===== config.mk =====
export PLATFORM = sky130hd
export DESIGN_NAME = cpu_sequencer_flat
export DESIGN_NICKNAME = d
export VERILOG_FILES = /design/src/rtl/cpu_sequencer_if.sv /design/src/rtl/cpu_sequencer.sv /design/src/flat_wrapper.sv
export SDC_FILE = /design/constraint.sdc
export NUM_CORES = 1
export LEC_CHECK = 0
export ABC_AREA = 1
export CORE_ASPECT_RATIO = 0.6
export CORE_MARGIN = 5
export CORE_UTILIZATION = 35
export CTS_CLUSTER_SIZE = 40
export DETAILED_ROUTE_END_ITERATION = 8
export DONT_BUFFER_PORTS = 1
export GPL_TIMING_DRIVEN = 1
export PLACE_DENSITY = 0.47
export REMOVE_ABC_BUFFERS = 1
export SLEW_MARGIN = 40
export SYNTH_ARGS = -nofsm -noshare
export SYNTH_HDL_FRONTEND = slang
export SYNTH_SLANG_ARGS = --single-unit

===== constraint.sdc =====
create_clock -name CLK -period 4 [get_ports CLK]
set_input_delay 1.2 -clock CLK [delete_from_list [all_inputs] [get_ports CLK]]
set_output_delay 1.2 -clock CLK [all_outputs]
set_load 0.05 [all_outputs]

===== src/rtl/cpu_sequencer_if.sv =====
// Purpose: fetch and load/store handshake between cpu_sequencer and memory_arbiter.
// Latency: none, plain wires.
// Backpressure: none here; the arbiter stalls the sequencer by withholding fetch_valid / mem_done.
interface cpu_sequencer_if;
    logic fetch_req;      // arbiter pc_valid, one-cycle pulse
    logic fetch_valid;    // arbiter instruction_valid
    logic mem_read_req;   // arbiter read_enable, level
    logic mem_write_req;  // arbiter write_enable, level
    logic mem_done;       // arbiter read_write_valid

    modport master (
        output fetch_req,
        output mem_read_req,
        output mem_write_req,
        input  fetch_valid,
        input  mem_done
    );

    modport slave (
        input  fetch_req,
        input  mem_read_req,
        input  mem_write_req,
        output fetch_valid,
        output mem_done
    );
endinterface


===== src/rtl/cpu_sequencer.sv =====
// Purpose: multi-cycle FETCH/EXEC/MEM/WB control FSM for the rv32i core, with bus watchdog and perf counters.
// Latency: 4 cycles per ALU instruction with a 1-cycle fetch; loads/stores add one cycle per MEM wait cycle.
// Backpressure: waits in WAIT_F / MEM until fetch_valid / mem_done; a watchdog expiry there faults permanently.
module cpu_sequencer #(
    parameter int TIMEOUT_CYCLES = 256,
    parameter int CNT_WIDTH      = 64
) (
    input  logic                 CLK,
    input  logic                 RSTn,
    cpu_sequencer_if.master      bus,
    input  logic                 pc_stall,
    input  logic                 is_load,
    input  logic                 is_store,
    input  logic                 illegal_instr,
    output logic                 pc_update,
    output logic                 rf_write_en,
    output logic                 halted,
    output logic                 fault,
    output logic [1:0]           fault_cause,
    output logic [CNT_WIDTH-1:0] cycle_count,
    output logic [CNT_WIDTH-1:0] instret_count
);
    localparam int              WD_W    = $clog2(TIMEOUT_CYCLES + 1);
    // Watchdog holds the number of bus-wait cycles already missed; the wait
    // cycle that sees this value is the last one allowed.
    localparam logic [WD_W-1:0] WD_LAST = WD_W'(TIMEOUT_CYCLES - 1);

    localparam logic [1:0] CAUSE_ILLEGAL   = 2'b01;
    localparam logic [1:0] CAUSE_FETCH_TO  = 2'b10;
    localparam logic [1:0] CAUSE_MEM_TO    = 2'b11;

    typedef enum logic [2:0] {
        S_IDLE,
        S_FETCH,
        S_WAIT_F,
        S_EXEC,
        S_MEM,
        S_WB,
        S_FAULT
    } state_t;

    state_t                state_q, state_d;
    logic [WD_W-1:0]       wd_q, wd_d;
    logic [1:0]            cause_q, cause_d;
    logic [CNT_WIDTH-1:0]  cycle_q, instret_q;
    logic                  wd_expired;

    assign wd_expired = (wd_q == WD_LAST);

    // State, watchdog and latched fault cause.
    always_ff @(posedge CLK or negedge RSTn) begin
        if (!RSTn) begin
            state_q <= S_IDLE;
            wd_q    <= '0;
            cause_q <= 2'b00;
        end else begin
            state_q <= state_d;
            wd_q    <= wd_d;
            cause_q <= cause_d;
        end
    end

    // Next-state logic; a response arriving in the expiring wait cycle beats the watchdog.
    always_comb begin
        state_d = state_q;
        wd_d    = wd_q;
        cause_d = cause_q;
        case (state_q)
            S_IDLE: begin
                if (!pc_stall) state_d = S_FETCH;
            end
            S_FETCH: begin
                wd_d    = '0;
                state_d = S_WAIT_F;
            end
            S_WAIT_F: begin
                if (bus.fetch_valid) begin
                    state_d = S_EXEC;
                end else if (wd_expired) begin
                    state_d = S_FAULT;
                    cause_d = CAUSE_FETCH_TO;
                end else begin
                    wd_d = wd_q + WD_W'(1);
                end
            end
            S_EXEC: begin
                if (illegal_instr || (is_load && is_store)) begin
                    state_d = S_FAULT;
                    cause_d = CAUSE_ILLEGAL;
                end else if (is_load || is_store) begin
                    wd_d    = '0;
                    state_d = S_MEM;
                end else begin
                    state_d = S_WB;
                end
            end
            S_MEM: begin
                if (bus.mem_done) begin
                    state_d = S_WB;
                end else if (wd_expired) begin
                    state_d = S_FAULT;
                    cause_d = CAUSE_MEM_TO;
                end else begin
                    wd_d = wd_q + WD_W'(1);
                end
            end
            S_WB: begin
                state_d = pc_stall ? S_IDLE : S_FETCH;
            end
            S_FAULT: begin
                state_d = S_FAULT;
            end
            default: begin
                state_d = S_IDLE;
            end
        endcase
    end

    // Free-running cycle counter and retired-instruction counter, both wrapping.
    always_ff @(posedge CLK or negedge RSTn) begin
        if (!RSTn) begin
            cycle_q   <= '0;
            instret_q <= '0;
        end else begin
            cycle_q <= cycle_q + CNT_WIDTH'(1);
            if (state_q == S_WB) instret_q <= instret_q + CNT_WIDTH'(1);
        end
    end

    // Strobes decode the state register only; memory requests follow the decoded op while in MEM.
    always_comb begin
        bus.fetch_req     = (state_q == S_FETCH);
        bus.mem_read_req  = (state_q == S_MEM) && is_load;
        bus.mem_write_req = (state_q == S_MEM) && is_store;
        pc_update         = (state_q == S_WB);
        rf_write_en       = (state_q == S_WB);
        halted            = (state_q == S_IDLE);
        fault             = (state_q == S_FAULT);
    end

    assign fault_cause   = cause_q;
    assign cycle_count   = cycle_q;
    assign instret_count = instret_q;
endmodule


===== src/flat_wrapper.sv =====
// flat-port wrapper written by rule: the top's interface ports become plain ports
module cpu_sequencer_flat 
#(
    parameter int TIMEOUT_CYCLES = 256,
    parameter int CNT_WIDTH      = 64
)
  (CLK, RSTn, pc_stall, is_load, is_store, illegal_instr, pc_update, rf_write_en, halted, fault, fault_cause, cycle_count, instret_count, bus_fetch_req, bus_mem_read_req, bus_mem_write_req, bus_fetch_valid, bus_mem_done);
  cpu_sequencer_if bus_i ();
  input  logic CLK;
  input  logic RSTn;
  input  logic pc_stall;
  input  logic is_load;
  input  logic is_store;
  input  logic illegal_instr;
  output logic pc_update;
  output logic rf_write_en;
  output logic halted;
  output logic fault;
  output logic [1:0] fault_cause;
  output logic [CNT_WIDTH-1:0] cycle_count;
  output logic [CNT_WIDTH-1:0] instret_count;
  output wire logic [$bits(bus_i.fetch_req)-1:0] bus_fetch_req;
  output wire logic [$bits(bus_i.mem_read_req)-1:0] bus_mem_read_req;
  output wire logic [$bits(bus_i.mem_write_req)-1:0] bus_mem_write_req;
  input wire logic [$bits(bus_i.fetch_valid)-1:0] bus_fetch_valid;
  input wire logic [$bits(bus_i.mem_done)-1:0] bus_mem_done;
  assign bus_fetch_req = bus_i.fetch_req;
  assign bus_mem_read_req = bus_i.mem_read_req;
  assign bus_mem_write_req = bus_i.mem_write_req;
  assign bus_i.fetch_valid = bus_fetch_valid;
  assign bus_i.mem_done = bus_mem_done;
  cpu_sequencer #(.TIMEOUT_CYCLES(TIMEOUT_CYCLES), .CNT_WIDTH(CNT_WIDTH)) u_core (.CLK(CLK), .RSTn(RSTn), .bus(bus_i), .pc_stall(pc_stall), .is_load(is_load), .is_store(is_store), .illegal_instr(illegal_instr), .pc_update(pc_update), .rf_write_en(rf_write_en), .halted(halted), .fault(fault), .fault_cause(fault_cause), .cycle_count(cycle_count), .instret_count(instret_count));
endmodule

==> results of run 1 <==
worst max-delay path, delay by kind of cell (launching register included):
kind	cells	cell delay, ns
flops	1	0.61
simple gates	2	0.69
cell usage after synthesis (6+ instances only):
cell        n  area (um^2)
o21ai_2    10         87.6
nand4_1    43          269
nor2_1    186          698
nand3_1    62          310
o21ai_0    11         55.1
dfrtp_1   142         3550
xor2_1     53          464
nor2_4      6         67.6
inv_2       7         26.3
nand3b_1   10         75.1
nand2_2     7         43.8
xnor2_1    40          350
inv_1     144          541
nor3_1     59          295
nand2_1   301         1130
power groups by stage:
| stage | Combinational [mW] | Sequential [mW] | Clock (mW) |
|---|---|---|---|
| detailed placement | 0.433 | 1.68 | 0 |
| CTS | 0.433 | 1.66 | 1.78 |
| global placement | 0.427 | 1.68 | 0 |
| floorplan | 0.349 | 1.66 | 0 |
| finish | 0.435 | 1.66 | 1.74 |
| global route | 0.481 | 1.67 | 1.83 |
worst max-delay path by stage:
stage / startpoint / cells after the start / slack (ns) / end
floorplan: is_store / 2 / 0.90 / bus_mem_write_req
global placement: is_load / 3 / 1.26 / bus_mem_read_req
detailed placement: is_load / 3 / 1.26 / bus_mem_read_req
CTS: u_core.state_q[2] / 2 / 0.94 / fault
global route: u_core.state_q[0] / 2 / 0.95 / bus_fetch_req
finish: u_core.state_q[0] / 2 / 1.05 / bus_fetch_req
logic make-up after synthesis:
family                     synth area share [%]
buffers and inverters                      7.37
adders and majority gates                 0.604
and+or+nand+nor                            37.4
DFF                                        42.9
AOI/OAI and AO/OA                          1.96
xor gates and xnor gates                   9.83
flip-flops by register name (all words and copies together) (netlist names):
name and flops:
u_core.instret_count 64, u_core.wd_q 9, u_core.state_q 3, u_core.cycle_count 64, u_core.fault_cause 2
final cells by class:
type / instances / area, um^2
Clock buffer: 22 / 464
Timing Repair Buffer: 4 / 30.0
Sequential cell: 142 / 3550
Clock inverter: 10 / 160
Fill cell: 2462 / 13900
Multi-Input combinational cell: 821 / 4150
Inverter: 151 / 567
Tap cell: 315 / 394
metal layers:
metal | vias to the layer above | routed length [um]
li1 | 3568 | -
met4 | 0 | 286
met3 | 20 | 4200
met5 | - | 0
met2 | 304 | 9710
met1 | 3566 | 16100
==> key figures, run 1 <==
Status
  – Status: finished clean

Yosys
  – Predominant post-synthesis flop cell: dfrtp_1
  – Post-Synthesis Cells: ~1.1k
  – Synth Cell Area: just over 0.008 mm^2
  – Register area share after synthesis: 42.9%
  – Avg Synthesized Cell Area: 7.41 um^2
  – Number of synthesized flops with an enable pin: 0
  – Synth warn: 0
  – Yosys reg bits: between 100 and 150
  – Post-synth ARST share: 100%
  – Cell variety after synth: 34

Worst setup path
  – Signal arrival time at the worst endpoint: between 1.5 and 2 ns
  – Worst R2R Path Depth: 7
  – Crit-path slowest cell: dfrtp_1
  – Worst-path fanout max: 7
  – FF-to-FF End: u_core.cycle_count[59]
  – Critical path type: flop to output port
  – Type of origin of the critical path: flop
  – Critical Path RT: 2.80 ns
  – CP max stage delay: 0.61 ns
  – Nature of the critical path endpoint: output port
  – Crit-path cells: nand2_1 -> nor2_2
  – Flop-to-flop setup slack: 1.42 ns
  – Worst R2R Start: u_core.cycle_count[24]

Die
  – Die width: about 210 um
  – Die area: between 0.02 and 0.03 mm^2
  – Die span in y: roughly 130 um
  – CORE AREA: 0.0232 mm^2
  – Starting density of the core: between 30% and 40%
  – Top-Level Pins: roughly 150
  – FP Rows: 43

Cells and area
  – Area Overhead vs Synth: 12.4%
  – Cell area after layout: 0.00932 mm^2
  – Ant. Diodes: 0
  – Final #Nets: between 1k and 1.5k
  – Cell Count, Final, Fillers Out: about 1.5k
  – Most common cell after layout, fill and taps aside: nand2_1
  – Post-Route Utilization: about two fifths
  – Share of post-route cells with drive strength above 1: roughly 7.1%
  – Most frequent cells in the layout: nand2_1, nor2_1, inv_1, dfrtp_1, nand3_1

Clocking
  – Post-CTS Resized: 0
  – Clk_lat worst skew: ~0.44 ns
  – Root buffer cell: clkbuf_16
  – Hold_buf cts: 0
  – CTS Buffer Depth: 2
  – Clock tree from TritonCTS: done
  – Num CTS Buffers: 17
  – Clock Sinks: approximately 140
  – Post-CTS setup buffer count: 0
  – H-tree levels: 4
  – Clock slew seen by the registers of the worst setup and hold paths: 0.07 ns

Route
  – DR iter-0 viols: just over 800
  – Router iterations before antenna repair: 5
  – DRC: 0
  – Routed len/inst: 20.6 um
  – Routed Antenna Nets: 0
  – Via/cell ratio: 5.09
  – Routed vias: around 7.5k
  – Routed WL: about 30 mm

Power
  – Combinational share of power: 11.4%
  – P_int: about 2.7 mW
  – VDD IR-drop max: 0.229 mV
  – Sw Share: ~30%
  – NetSw: between 1 and 1.5 mW
  – PD cells: between 400 and 500 mW/mm^2
  – Sequential power share: between 40% and 50%
  – Static Leak: between 3 and 4 nW
  – Clock group share of total power: between 40% and 50%
  – Total Power: ~3.8 mW

Timing
  – Final WS setup: approximately 1.1 ns
  – Setup violations, final: 0
  – Final hold slack: approximately 0.45 ns
  – Worst Tran Pin Value: just under 0.8 ns
  – Rel. slew slack: 47.1%
  – Max Slew Vio Count: 0
  – FMAX: between 300 and 400 MHz
  – Total negative setup slack: 0 ns
  – Tmin final: just under 3 ns
  – Final Cycle Share: between 70% and 80%
  – Worst Skew: just under 0.01 ns
  – Unrepaired setup endpoints after global routing: no
  – Hold Vio Cnt, Final: 0

GRT
  – GRT overflow: 0
  – Met1 global-route usage: a little under two fifths
  – Most used routing layer: met1
  – Met2 GRT Util: 24.8%
  – Vias in the first global route: 7094
  – Met3 Usage GRT: roughly 12%
  – First-pass GRT wire length: 46.1 mm
  – Global-route usage over all layers: 23.0%
  – Largest net degree at the start of global routing: around 140
  – Initial antenna violation count: 0

Placed design
  – Port Buf Inserts: 0
  – DP HPWL: about 24 mm
  – DP Area: ~0.0087 mm^2
  – GP Congestion: slightly below 1
  – Dpl ws: between 1 and 1.5 ns
  – Placed Instances: ~1.4k

Min path
  – Min-Delay Path Class: input port to asynchronous set/reset pin

Run
  – Max-Cap Viols: 0
No activity file was read; power rests on OpenSTA's default activity.
==> run 2: changes to the inputs <==
--- a/config.mk
+++ b/config.mk
@@ -13,7 +13,7 @@
 export DETAILED_ROUTE_END_ITERATION = 8
 export DONT_BUFFER_PORTS = 1
 export GPL_TIMING_DRIVEN = 1
-export PLACE_DENSITY = 0.47
+export PLACE_DENSITY = 0.49
 export REMOVE_ABC_BUFFERS = 1
 export SLEW_MARGIN = 40
 export SYNTH_ARGS = -nofsm -noshare
==> constraint.sdc (replaced) <==
create_clock -name CLK -period 2.38 [get_ports CLK]
set_input_delay 0.714 -clock CLK [delete_from_list [all_inputs] [get_ports CLK]]
set_output_delay 0.714 -clock CLK [all_outputs]
set_load 0.05 [all_outputs]
==> run 2 against run 1 <==
- the flow now finishes with violations (negative hold slack)
- clock skew grew 0.0028 ns
- sequential share of layout area is 3.6 points lower
- largest cell class unchanged
- clock power increased by 63%
- largest power group unchanged
==> key figures, run 2 (same netlist as run 1, synthesis figures left out) <==
Cells and area
  – Cell area after layout: 0.0103 mm^2 (+11%)
  – Fill cells: 2384 (-3.2%)
  – Share of post-route cells with drive strength above 1: 17.1% (+9.9 points)
  – Post-Route Utilization: 44.5% (+4.3 points)
  – Area Overhead vs Synth: 24.4%
  – Most frequent cells in the layout: nand2_1, nor2_1, inv_1, dfrtp_1, buf_4
  – Most common cell after layout, fill and taps aside: nand2_1
  – Cell Count, Final, Fillers Out: 1598 (+9.1%)
  – Final #Nets: 1282 (+12%)
  – Ant. Diodes: 0 (unchanged)

Clocking
  – Root buffer cell: clkbuf_16
  – H-tree levels: 4 (unchanged)
  – Clock slew seen by the registers of the worst setup and hold paths: 0.07 ns (about the same)
  – Clk_lat worst skew: 0.44 ns (about the same)
  – Num CTS Buffers: 17 (unchanged)
  – Post-CTS setup buffer count: 0 (unchanged)
  – Clock tree from TritonCTS: done
  – Clock Sinks: 142 (unchanged)
  – CTS Buffer Depth: 2 (unchanged)

Timing
  – Rel. slew slack: 59.4% (+12 points)
  – FMAX: 435 MHz
  – Setup violations, final: 0 (unchanged)
  – Max Slew Vio Count: 0 (unchanged)
  – Final hold slack: -0.0347 ns (-0.481 ns)
  – Hold Vio Cnt, Final: 142 (+142)
  – Final Cycle Share: 96.7%
  – Tmin final: roughly 2.3 ns
  – Worst Skew: 0.0126 ns (+0.00279 ns)
  – Worst Tran Pin Value: 0.604 ns (-0.190 ns)
  – Unrepaired setup endpoints after global routing: no

GRT
  – First-pass GRT wire length: 46.7 mm (+1.3%)
  – Initial antenna violation count: 0 (unchanged)
  – Vias in the first global route: 7333 (+3.4%)
  – Global-route usage over all layers: 23.3% (+0.31 points)
  – GRT overflow: 0 (unchanged)
  – Largest net degree at the start of global routing: 143 (unchanged)

Placed design
  – Placed Instances: 1566 (+9.3%)
  – Port Buf Inserts: 0 (unchanged)
  – DP HPWL: 25.3 mm (+3.9%)
  – DP Area: 0.00968 mm^2 (+11%)
  – GP Congestion: 0.978 (-0.15%)

Die
  – FP Rows: 43 (unchanged)
  – Top-Level Pins: 145 (unchanged)
  – Die width: 209 um (unchanged)
  – Die area: 0.0270 mm^2 (unchanged)
  – Starting density of the core: 35.7% (unchanged)
  – CORE AREA: 0.0232 mm^2 (unchanged)
  – Die span in y: 129 um (unchanged)

Route
  – DR top layer: met4
  – Routed Antenna Nets: 0 (unchanged)
  – DR iter-0 viols: 911 (+9.9%)
  – Met1 wire length: 16.8 mm (+4.8%)
  – Via/cell ratio: 4.97 (-2.4%)
  – Routed len/inst: 19.5 um (-5.6%)
  – Routed WL: 31.1 mm (+2.9%)
  – Met3 WL: 3.80 mm (-9.6%)
  – DRC: 0 (unchanged)
  – Routed vias: 7940 (+6.5%)
  – Router iterations before antenna repair: 5 (unchanged)
  – Met2 routed WL: 10.3 mm (+6.3%)

Run
  – Max-Cap Viols: 0 (unchanged)

Worst setup path
  – Worst-path fanout max: 5 (-2)
  – Type of origin of the critical path: flop
  – Nature of the critical path endpoint: output port
  – Critical Path RT: 1.67 ns (-1.13 ns)
  – Signal arrival time at the worst endpoint: 1.59 ns (-0.16 ns)
  – Critical path type: flop to output port

Power
  – Static Leak: 4.67 nW (+18%)
  – VDD IR-drop max: 0.418 mV (+83%)
  – PD cells: 627 mW/mm^2 (+52%)
  – Total Power: 6.46 mW (+69%)

Status
  – Failing checks: negative hold slack
  – Status: complete, but fails checks

Min path
  – Min-Delay Path Class: input port to asynchronous set/reset pin
run 2: routing by layer:
layer / up-vias / track usage [%]
met5: - / 0
met4: 0 / 4.49
met3: 15 / 10.3
met2: 324 / 26.1
met1: 3772 / 38.9
li1: 3829 / -
run 2: area by class of cell:
class | count | area [um^2] | area share (%)
clock buffer | 20 | 457 | 4.43
clock inverter | 12 | 160 | 1.55
inverter | 151 | 567 | 5.50
multi-input combinational | 821 | 4150 | 40.2
sequential | 142 | 3560 | 34.5
tap | 315 | 394 | 3.82
timing repair buffer | 137 | 1030 | 10.0
run 2: critical path, cell delays in order, from the launching register on:
cell,delay (ns)
dfrtp_1,0.50
inv_2,0.15
nand2_1,0.14
nor2_1,0.12
buf_4,0.23
run 2: final timing paths:
check / slack [ns] / startpoint / cells past startpoint / end
min: -0.03 / RSTn / 0 / u_core.instret_count[7]
max reg2reg: 0.30 / u_core.cycle_count[22] / 7 / u_core.cycle_count[57]
min reg2reg: 0.51 / u_core.instret_count[15] / 1 / u_core.instret_count[15]
max: 0.08 / u_core.state_q[2] / 4 / bus_fetch_req
max in group asynchronous: 2.25 / RSTn / 0 / u_core.cycle_count[55]
min in group CLK: 0.44 / pc_stall / 3 / u_core.state_q[0]
run 2: per-stage QoR:
stage | TNS (ns) | hold slack, ns | worst slack, ns
after global routing | 0 | -0.0600 | 0.0218
after floorplan | -0.0129 | 0.418 | -0.0129
after global placement | 0 | 0.421 | 0.335
final | 0 | -0.0347 | 0.0791
after CTS | 0 | -0.0570 | 0.0238
after detailed placement | 0 | 0.422 | 0.353
run 2: power breakdown:
part           switching [mW]  internal [mW]  total [mW]
Sequential              0.173           2.50        2.67
Clock                    1.13           1.71        2.84
Combinational           0.693          0.258       0.950
Total                    2.00           4.46        6.46
run 2: timing repair:
item                                    CTS  global route
resized for setup                         2             3
pin swaps                                 0             0
hold endpoints to repair                142           142
endpoints found under the setup margin    1             4
==> run 3: changes to the inputs <==
--- a/config.mk
+++ b/config.mk
@@ -13,7 +13,7 @@
 export DETAILED_ROUTE_END_ITERATION = 8
 export DONT_BUFFER_PORTS = 1
 export GPL_TIMING_DRIVEN = 1
-export PLACE_DENSITY = 0.49
+export PLACE_DENSITY = 0.56
 export REMOVE_ABC_BUFFERS = 1
 export SLEW_MARGIN = 40
 export SYNTH_ARGS = -nofsm -noshare
==> run 3 against run 2 <==
- the run still ends with negative hold slack left
- fmax grew 2.2%
- highest routed layer unchanged
- critical path type unchanged
- critical path depth is the same
- design area about the same
- largest power group unchanged
- clock power fell by 3%
- total power down 1.8%
- worst setup slack improved by 0.050 ns
==> key figures, run 3 (same netlist as run 1, synthesis figures left out) <==
Route
  – Routed Antenna Nets: 0 (unchanged)
  – Via/cell ratio: 4.97 (about the same)
  – Router iterations before antenna repair: 6 (+1)
  – DR iter-0 viols: 925 (+1.5%)
  – DRC: 0 (unchanged)
  – Routed vias: 7952 (+0.15%)
  – Routed len/inst: 18.6 um (-4.5%)
  – Routed WL: 29.8 mm (-4.3%)

Die
  – Die span in y: 129 um (unchanged)
  – Die area: 0.0270 mm^2 (unchanged)
  – Starting density of the core: 35.7% (unchanged)
  – FP Rows: 43 (unchanged)
  – Top-Level Pins: 145 (unchanged)
  – CORE AREA: 0.0232 mm^2 (unchanged)
  – Die width: 209 um (unchanged)

Cells and area
  – Cell area after layout: 0.0103 mm^2 (about the same)
  – Area Overhead vs Synth: 24.4% (about the same)
  – Most common cell after layout, fill and taps aside: nand2_1
  – Ant. Diodes: 0 (unchanged)
  – Share of post-route cells with drive strength above 1: 17.0% (-0.12 points)
  – Most frequent cells in the layout: nand2_1, nor2_1, inv_1, buf_4, dfrtp_1
  – Final #Nets: 1287 (+0.39%)

Status
  – Status: complete, but fails checks
  – Failing checks: negative hold slack

GRT
  – First-pass GRT wire length: 44.7 mm (-4.3%)
  – GRT overflow: 0 (unchanged)
  – Vias in the first global route: 7134 (-2.7%)
  – Largest net degree at the start of global routing: 143 (unchanged)
  – Initial antenna violation count: 0 (unchanged)
  – Global-route usage over all layers: 22.1% (-1.2 points)

Run
  – Max-Cap Viols: 0 (unchanged)

Timing
  – Tmin final: 2.25 ns (-0.0505 ns)
  – FMAX: 444 MHz (+2.2%)
  – Worst Skew: 0.0144 ns (+0.00179 ns)
  – Setup violations, final: 0 (unchanged)
  – Worst Tran Pin Value: 0.600 ns (-0.00343 ns)
  – Unrepaired setup endpoints after global routing: no
  – Final Cycle Share: 94.6% (-2.1 points)
  – Max Slew Vio Count: 0 (unchanged)
  – Final WS setup: 0.130 ns (+0.0505 ns)
  – Hold Vio Cnt, Final: 23 (-84%)
  – Final hold slack: -0.0287 ns (+0.00599 ns)
  – Rel. slew slack: 59.7% (+0.23 points)

Placed design
  – Port Buf Inserts: 0 (unchanged)
  – DP HPWL: 24.4 mm (-3.7%)
  – Dpl ws: 0.356 ns (+0.00317 ns)
  – GP Congestion: 0.963 (-1.6%)
  – DP Area: 0.00971 mm^2 (+0.31%)

Power
  – Clock group share of total power: 43.4% (-0.6 points)
  – P_int: 4.48 mW (+0.33%)
  – Total Power: 6.35 mW (-1.8%)
  – Sequential power share: 42.1% (+0.8 points)
  – PD cells: 615 mW/mm^2 (-1.8%)
  – NetSw: 1.87 mW (-6.5%)
  – VDD IR-drop max: 0.556 mV (+33%)
  – Sw Share: 29.4% (-1.5 points)
  – Combinational share of power: 14.5% (-0.2 points)
  – Static Leak: 4.69 nW (+0.56%)

Worst setup path
  – Signal arrival time at the worst endpoint: 1.54 ns (-0.05 ns)
  – Nature of the critical path endpoint: output port
  – Critical Path RT: 1.67 ns (about the same)
  – Worst-path fanout max: 7 (+2)
  – Type of origin of the critical path: flop
  – Critical path type: flop to output port

Clocking
  – Clock Sinks: 142 (unchanged)
  – Root buffer cell: clkbuf_16
  – H-tree levels: 4 (unchanged)
  – Num CTS Buffers: 17 (unchanged)
  – Clk_lat worst skew: 0.44 ns (about the same)
  – Clock slew seen by the registers of the worst setup and hold paths: 0.06 ns (about the same)
  – Clock tree from TritonCTS: done
  – CTS Buffer Depth: 2 (unchanged)

Min path
  – Min-Delay Path Class: input port to asynchronous set/reset pin
run 3: changes by cell type in the layout (fill, tap and decap cells not counted), sizes merged:
| cell | before | now |
|---|---|---|
| buf | 137 | 142 |
| clkbuf | 20 | 24 |
| clkinv | 4 | 3 |
| clkinvlp | 4 | 0 |
| inv | 152 | 151 |
run 3: area by class of cell:
cell class / instances / area [um^2]
tap: 315 / 394
multi-input combinational: 821 / 4140
clock inverter: 6 / 109
fill: 2406 / 12900
timing repair buffer: 142 / 1070
sequential: 142 / 3560
clock buffer: 24 / 482
inverter: 151 / 567
run 3: worst max-delay path: stages, from the launching register on:
cell     delay [ns]
dfrtp_2        0.49
inv_2          0.11
nand3_2        0.17
nor2_1         0.13
buf_4          0.20
run 3: metrics by stage:
step,hold slack [ns],instances,utilization (%),setup TNS (ns)
global placement,0.421,1570,41.9,0
CTS,-0.0502,1600,44.4,0
detailed placement,0.421,1570,41.9,0
floorplan,0.418,1114,-,-0.0129
global route,-0.0572,1601,44.5,0
finish,-0.0287,1601,44.5,0
run 3: path summary, 6_finish.rpt:
kind	from	to	slack, ns	cells past startpoint
min reg2reg	u_core.cycle_count[16]	u_core.cycle_count[16]	0.51	1
max reg2reg	u_core.instret_count[43]	u_core.instret_count[55]	0.26	9
min	RSTn	u_core.instret_count[2]	-0.03	0
max in group asynchronous	RSTn	u_core.state_q[1]	2.15	0
min in group CLK	pc_stall	u_core.state_q[0]	0.44	3
max	u_core.state_q[0]	bus_mem_write_req	0.13	4
run 3: layer usage:
metal | GRT usage, % | up-vias | part of all wire (%)
met3 | 9.56 | 17 | 12
li1 | - | 3847 | -
met4 | 3.83 | 0 | 0.77
met5 | 0 | - | 0
met2 | 25.6 | 327 | 34
met1 | 36.4 | 3761 | 53
run 3: power by group through the flow:
stage / combinational [mW] / sequential [mW] / clock (mW)
finish: 0.921 / 2.67 / 2.75
global route: 1.01 / 2.68 / 2.91
CTS: 0.898 / 2.66 / 2.81
detailed placement: 0.894 / 2.71 / 0
global placement: 0.896 / 2.70 / 0
floorplan: 0.587 / 2.78 / 0
run 3: timing repair:
action | in CTS | in global routing
gates resized for setup | 0 | 3
buffers inserted | 0 | 1
endpoints found under the setup margin | 0 | 4
hold endpoints to repair | 142 | 138
